===== src/rtl/cpu_types_pkg.sv =====
// Shared CPU types: register specifiers and pipeline control FSM states.
package cpu_types_pkg;

    typedef logic [4:0] regbits_t;

    typedef enum logic [1:0] {
        RUN    = 2'd0,
        DRAIN  = 2'd1,
        HALTED = 2'd2
    } ctrl_state_t;

endpackage


===== src/rtl/load_use_detect.sv =====
// Flags a load in ID/EX whose destination is read by the instruction in IF/ID.
module load_use_detect
    import cpu_types_pkg::*;
(
    input  logic     idex_memread,
    input  regbits_t idex_rt,
    input  regbits_t id_rs,
    input  regbits_t id_rt,
    output logic     hazard
);

    // $zero is hardwired, so a load targeting it never creates a dependency
    assign hazard = idex_memread && (idex_rt != '0) &&
                    ((idex_rt == id_rs) || (idex_rt == id_rt));

endmodule


===== src/rtl/pipeline_ctrl.sv =====
// Pipeline sequencer: prioritised stall/flush control, halt drain FSM and
// saturating stall-cycle counter.
module pipeline_ctrl
    import cpu_types_pkg::*;
#(
    parameter int unsigned STALL_CNT_W = 32
) (
    input  logic                   CLK,
    input  logic                   nRST,
    input  logic                   ihit,
    input  logic                   dhit,
    input  logic                   exmem_dmemreq,
    input  regbits_t               id_rs,
    input  regbits_t               id_rt,
    input  logic                   idex_memread,
    input  regbits_t               idex_rt,
    input  logic                   ex_redirect,
    input  logic                   mem_halt,
    output logic                   pc_en,
    output logic                   ifid_en,
    output logic                   idex_en,
    output logic                   exmem_en,
    output logic                   memwb_en,
    output logic                   ifid_flush,
    output logic                   idex_flush,
    output logic                   exmem_flush,
    output logic                   halt,
    output logic [STALL_CNT_W-1:0] stall_cycles
);

    ctrl_state_t            state_q, state_d;
    logic                   halt_q, halt_d;
    logic [STALL_CNT_W-1:0] cnt_q, cnt_d;
    logic                   hazard;

    load_use_detect u_load_use_detect (
        .idex_memread (idex_memread),
        .idex_rt      (idex_rt),
        .id_rs        (id_rs),
        .id_rt        (id_rt),
        .hazard       (hazard)
    );

    always_comb begin
        state_d     = state_q;
        pc_en       = 1'b1;
        ifid_en     = 1'b1;
        idex_en     = 1'b1;
        exmem_en    = 1'b1;
        memwb_en    = 1'b1;
        ifid_flush  = 1'b0;
        idex_flush  = 1'b0;
        exmem_flush = 1'b0;

        if (state_q == HALTED) begin
            pc_en    = 1'b0;
            ifid_en  = 1'b0;
            idex_en  = 1'b0;
            exmem_en = 1'b0;
            memwb_en = 1'b0;
        end else if (exmem_dmemreq && !dhit) begin
            pc_en    = 1'b0;
            ifid_en  = 1'b0;
            idex_en  = 1'b0;
            exmem_en = 1'b0;
            memwb_en = 1'b0;
        end else if ((state_q == RUN && mem_halt) || state_q == DRAIN) begin
            // Let the halting instruction retire while bubbling everything behind it
            pc_en       = 1'b0;
            ifid_flush  = 1'b1;
            idex_flush  = 1'b1;
            exmem_flush = 1'b1;
            state_d     = (state_q == RUN) ? DRAIN : HALTED;
        end else if (ex_redirect) begin
            ifid_flush = 1'b1;
            idex_flush = 1'b1;
        end else if (hazard) begin
            pc_en      = 1'b0;
            ifid_en    = 1'b0;
            idex_flush = 1'b1;
        end else if (!ihit) begin
            pc_en      = 1'b0;
            ifid_flush = 1'b1;
        end
    end

    always_comb begin
        halt_d = halt_q || (state_d == HALTED);
        cnt_d  = cnt_q;
        if (!pc_en && state_q != HALTED && cnt_q != '1) begin
            cnt_d = cnt_q + 1'b1;
        end
    end

    always_ff @(posedge CLK or negedge nRST) begin
        if (!nRST) begin
            state_q <= RUN;
            halt_q  <= 1'b0;
            cnt_q   <= '0;
        end else begin
            state_q <= state_d;
            halt_q  <= halt_d;
            cnt_q   <= cnt_d;
        end
    end

    assign halt         = halt_q;
    assign stall_cycles = cnt_q;

endmodule


===== config.mk =====
export PLATFORM = sky130hd
export DESIGN_NAME = pipeline_ctrl
export DESIGN_NICKNAME = d
export VERILOG_FILES = /design/src/rtl/cpu_types_pkg.sv /design/src/rtl/load_use_detect.sv /design/src/rtl/pipeline_ctrl.sv
export SDC_FILE = /design/constraint.sdc
export NUM_CORES = 1
export LEC_CHECK = 0
export CAP_MARGIN = 20
export CORE_UTILIZATION = 50
export CTS_BUF_LIST = sky130_fd_sc_hd__clkbuf_8
export CTS_CLUSTER_SIZE = 12
export DETAILED_ROUTE_END_ITERATION = 10
export PLACE_DENSITY = 0.87
export SYNTH_ARGS = -nofsm -noshare
export SYNTH_HDL_FRONTEND = slang
export SYNTH_SLANG_ARGS = --single-unit

===== constraint.sdc =====
create_clock -name CLK -period 5.6 [get_ports CLK]
set_input_delay 1.68 -clock CLK [delete_from_list [all_inputs] [get_ports CLK]]
set_output_delay 1.68 -clock CLK [all_outputs]
set_load 0.05 [all_outputs]

==> reports/metrics.cfg <==
[critical_path]
r2r_slack_ns=3.32
slowest_stage=or4_4
cp-end-kind=output port
slowest_delay_ns=0.56
cp.required_ns=3.92
critical_path_class=in2out
crit_fanout=3
cp.arrival_ns=3.61
crit_chain=clkdlybuf4s50_1, or4_4, o21ai_0, or2_2, nor3_1, a211oi_1, buf_12
startpoint_type=input port

[logic_synthesis]
ys_seq_area_frac=0.465
synth_edf_count=0
synth_top_flop_cell=dfrtp_1
yosysWarnings=0
ys_ff_latch=35
ys_async_sr_fraction=1.00
synth_commonest_cells=dfrtp_1, xor2_1, nand2_1, nor2_1, xnor2_1
synthCells=195
synth_fp_nets=219
netlist.top_cell.by_area=dfrtp_1
synth_top_area_frac=0.465
yosysMostFrequentCell=dfrtp_1
syn_area_mm2=0.00188
yosysUniqueCellTypes=35
yosys-top-cells-area=dfrtp_1, xor2_1, xnor2_1
avgSynthCellArea_um2=9.66

[global_route]
grt_pass1_wl_um=7620
globalRouteOverflowTotal=0
globalRouteTotalUtil=0.247
grt_max_degree=36
first_global_vias=1638
antenna_found_initial=0

[routing]
ant_nets=0
routed_wl_um=4430
initialDrtViolationCount=138
drc_errors=0
viasPerCell=5.31
wire_per_inst_um=14.4
vias=1634
drt-pass1-iter-count=4

[clock_tree]
clkTransAtPathRegs_ns=0.06
cts_resized=0
cts_tree=built
post_cts_buffers=0
cts.sinks=35
cts.path.max_buffers=2
clk_latency_ns=0.29
cts_buffers=5
root_buffer=clkbuf_8
htreeDepth=2
holdBufCountCts=0

[sta]
hold_viol=0
fmax_ghz=0.189
period_minus_slack_ns=5.29
finalSetupTns_ns=0
fin_crit_sh=0.945
fin_ws_ns=0.307
setup_viol=0
max_slew_margin=0.599
final_max_slew_viol_count=0
worst_pin_slew_ns=0.597
rsz0062_at_grt=false
fin_worst_skew_ns=0.00368

[placed_design]
portBuffers=63
dpl_cell_area_mm2=0.00259
post-place-ws_ns=0.306
place_congestion=0.828
dpl.hpwl_um=3310

[floorplan]
die_w_um=63.4
die_area_mm2=0.00402
pin_count=64
rows=21
die_h_um=63.4
core-area_mm2=0.00347
initial_core_util=0.543

[pwr]
total_leakage_power_nw=1.18
power_mw=0.802
powerDensity_mw_per_mm2=301
ir_drop_mv=0.147

[run_status]
status=finished clean

[hold_path]
min_path_type=reg2reg

[final_layout]
antenna_cells=0
drive_above_1_share=0.0763
syn_to_final_growth_pct=41.5
num-nets-final=287
finalInstanceArea_mm2=0.00267

[run]
maxCapViolations=0

[worst paths after layout]
check	cells after the start	to	from
max	7	ifid_flush	idex_rt[0]
min	1	halt	halt
max reg2reg	8	stall_cycles[15]	stall_cycles[0]
min reg2reg	1	halt	halt
max in group asynchronous	2	stall_cycles[7]	nRST
min in group asynchronous	2	state_q[0]	nRST
[worst max-delay path, delay by kind of cell]
family | cells | cell delay (ns)
AOI/OAI and AO/OA | 2 | 0.51
buffers and inverters | 2 | 0.66
and+or+nand+nor | 3 | 0.76
[per-stage QoR]
stage,hold slack [ns],std cells,util
6_report,0.492,308,0.768
5_1_grt,0.509,308,0.768
4_1_cts,0.489,308,0.768
3_5_place_dp,0.471,302,0.747
3_3_place_gp,0.468,302,0.747
2_1_floorplan,0.494,195,-
[cell families after synthesis]
family          after synthesis  share of synthesized area
compound gates               12                     0.0445
xor+xnor                     41                      0.191
fa+ha+maj                     1                    0.00664
buf+inv                      11                     0.0299
flops                        35                      0.465
simple gates                 95                      0.263
[cells in the final DEF (no fill, tap or decap), types with 3 or more instances in the layout]
master	n
xnor2_1	16
nand3_1	12
clkbuf_8	5
and3_1	5
a21oi_1	3
nor3_1	13
nand2_1	20
nor2_1	19
buf_12	4
nand4_1	11
inv_1	9
o21ai_0	3
xor2_1	25
clkdlybuf4s50_1	59
dfrtp_1	35
[metal layers]
layer / global-route usage / part of all wire / vias up
met1: 0.308 / 0.43 / 785
met4: 0.105 / 0.021 / 0
met2: 0.408 / 0.51 / 37
met5: 0 / 0 / -
met3: 0.0543 / 0.035 / 12
li1: - / - / 800
[power breakdown]
part,leakage (nW),switching (mW),internal [mW]
Clock,0.0413,0.0813,0.0808
Sequential,0.450,0.0325,0.276
Combinational,0.690,0.206,0.126
Total,1.18,0.320,0.482
[area by class of cell]
type	count	area [um^2]
Clock buffer	5	68.8
Clock inverter	1	3.75
Fill cell	258	803
Inverter	8	30.0
Multi-Input combinational cell	149	951
Sequential cell	35	876
Tap cell	46	57.6
Timing Repair Buffer	64	678
[registers in the layout, summed over array words and instances (netlist names)]
name / count
stall_cycles: 32
state_q: 2
halt: 1
Note: power is estimated with default switching activity, not from simulation.
==> patch: new RTL, same settings <==
Make the reset (`nRST`) synchronous in one clocked block.
--- a/src/rtl/pipeline_ctrl.sv
+++ b/src/rtl/pipeline_ctrl.sv
@@ -94,3 +94,3 @@
 
-    always_ff @(posedge CLK or negedge nRST) begin
+    always_ff @(posedge CLK) begin
         if (!nRST) begin
Check against the original RTL: differs if nRST is asserted again (counterexample within 4 cycles, from zero or initial values and one cycle with nRST low); with nRST held inactive, the same outputs for 10 cycles.
==> patch against the unedited design <==
- setup slack worse by 4.3 ps
- synthesized cell count is 35% higher
- wire length is 15% higher
- cell area is 6.5% higher
- sequential cell count stayed put
- area after synthesis is 9.6% higher
- count of clock-buffer cells in the layout is 1 higher
- utilization is 2.1 points lower
- highest routed layer unchanged
Power is not compared: it rests on default switching activity, and its combinational part moved more than twofold at a synthesized area within 25%.
==> patch: results (changes against the unedited design) <==
stage,metric,value,unit,change
routing,number of detailed-route iterations in the first pass,4,,unchanged
synthesis,Async SR Flop Fraction,0,%,-100 points
place,Place WS,298.2,ps,-7.749 ps
outcome,status,completed,,
synthesis,Synth cell types,43,,+23%
critical_path,WP data arrival,3620,ps,about the same
place,Placer Congestion,0.7504,,-9.4%
critical_path,crit path max fanout,4,,+1
timing,Slew @ Worst Pin,914.2,ps,+317.3 ps
critical_path,Top Family by Delay on Critical Path,compound AO/OA/AOI/OAI gates,,
worst_hold_path,hold path depth,2,,+1
global_routing,initial antenna violation count,0,,unchanged
critical_path,CP max-delay cell,or4_1,,
global_routing,vias in the first global route,1902,,+16%
synthesis,Mapped Nets,287,,+31%
global_routing,GRT Overall Usage,24.43,%,-0.24 points
place,hpwl dp,3.660,mm,+11%
finish,share of layout cells above drive strength 1,6.897,%,-0.74 points
synthesis,commonest cells in the netlist,"dfxtp_1 (35), a21oi_1 (32), nand2_1 (17), nand3_1 (17)",,
synthesis,post-synthesis sequential area ratio,33.94,%,-13 points
synthesis,commonest register cell after synthesis,dfxtp_1,,
routing,mean number of vias per cell,6.084,,+15%
global_routing,first-pass GRT wire length,8.349,mm,+9.5%
routing,DR iter-0 viols,89,,-36%
finish,Final #Nets,343,,+20%
-- patch: cell types whose count changed after synthesis, sizes merged, moves of 8 or more --
cell | unedited run | this run
a21oi | 3 | 32
clkbuf | 0 | 10
dfrtp | 35 | 0
dfxtp | 0 | 35
nor2 | 20 | 10
nor3 | 13 | 5
o21ai | 4 | 15
o31ai | 0 | 14
or3 | 0 | 12
or4 | 1 | 15
xor2 | 25 | 0
-- patch: per-layer routing --
metal	global-route usage [%]	routed length, microns
met5	0	0
met4	4.787	18
met3	6.724	350
met2	40.56	2395
met1	31.55	2325
-- patch: kinds of logic (layout without fill, tap and decap cells) --
kind of cell | after synthesis | after routing | synth area share, %
xor+xnor | 10 | 10 | 4.242
flops | 35 | 35 | 33.94
fa+ha+maj | 1 | 1 | 0.6060
mux | 5 | 5 | 2.424
simple gates | 119 | 119 | 34.06
compound gates | 71 | 71 | 20.12
buf+inv | 22 | 78 | 4.606
-- patch: final cells by class --
| class | count | area (sq um) |
|---|---|---|
| fillers | 304 | 959.7 |
| flip-flops and latches | 35 | 700.7 |
| clock buffers | 6 | 82.58 |
| repair buffers | 66 | 693.2 |
| inverters | 5 | 18.77 |
| clock inverters | 1 | 5.005 |
| multi-input cells | 206 | 1279 |
| well taps | 48 | 60.06 |
-- patch: path summary, 6_finish.rpt --
kind	from	endpoint	slack [ps]
setup / recovery	idex_rt[0]	ifid_flush	300
hold / removal	halt	halt	480
setup reg to reg	stall_cycles[0]	stall_cycles[10]	3080
hold reg to reg	halt	halt	480
-- patch: through the flow --
step                std cells  cell area (sq um)  total power [mW]
global route              367               2839            0.6019
CTS                       367               2839            0.5767
finish                    367               2839            0.5706
floorplan                 263               2068            0.3437
global placement          360               2751            0.3933
detailed placement        360               2751            0.3958
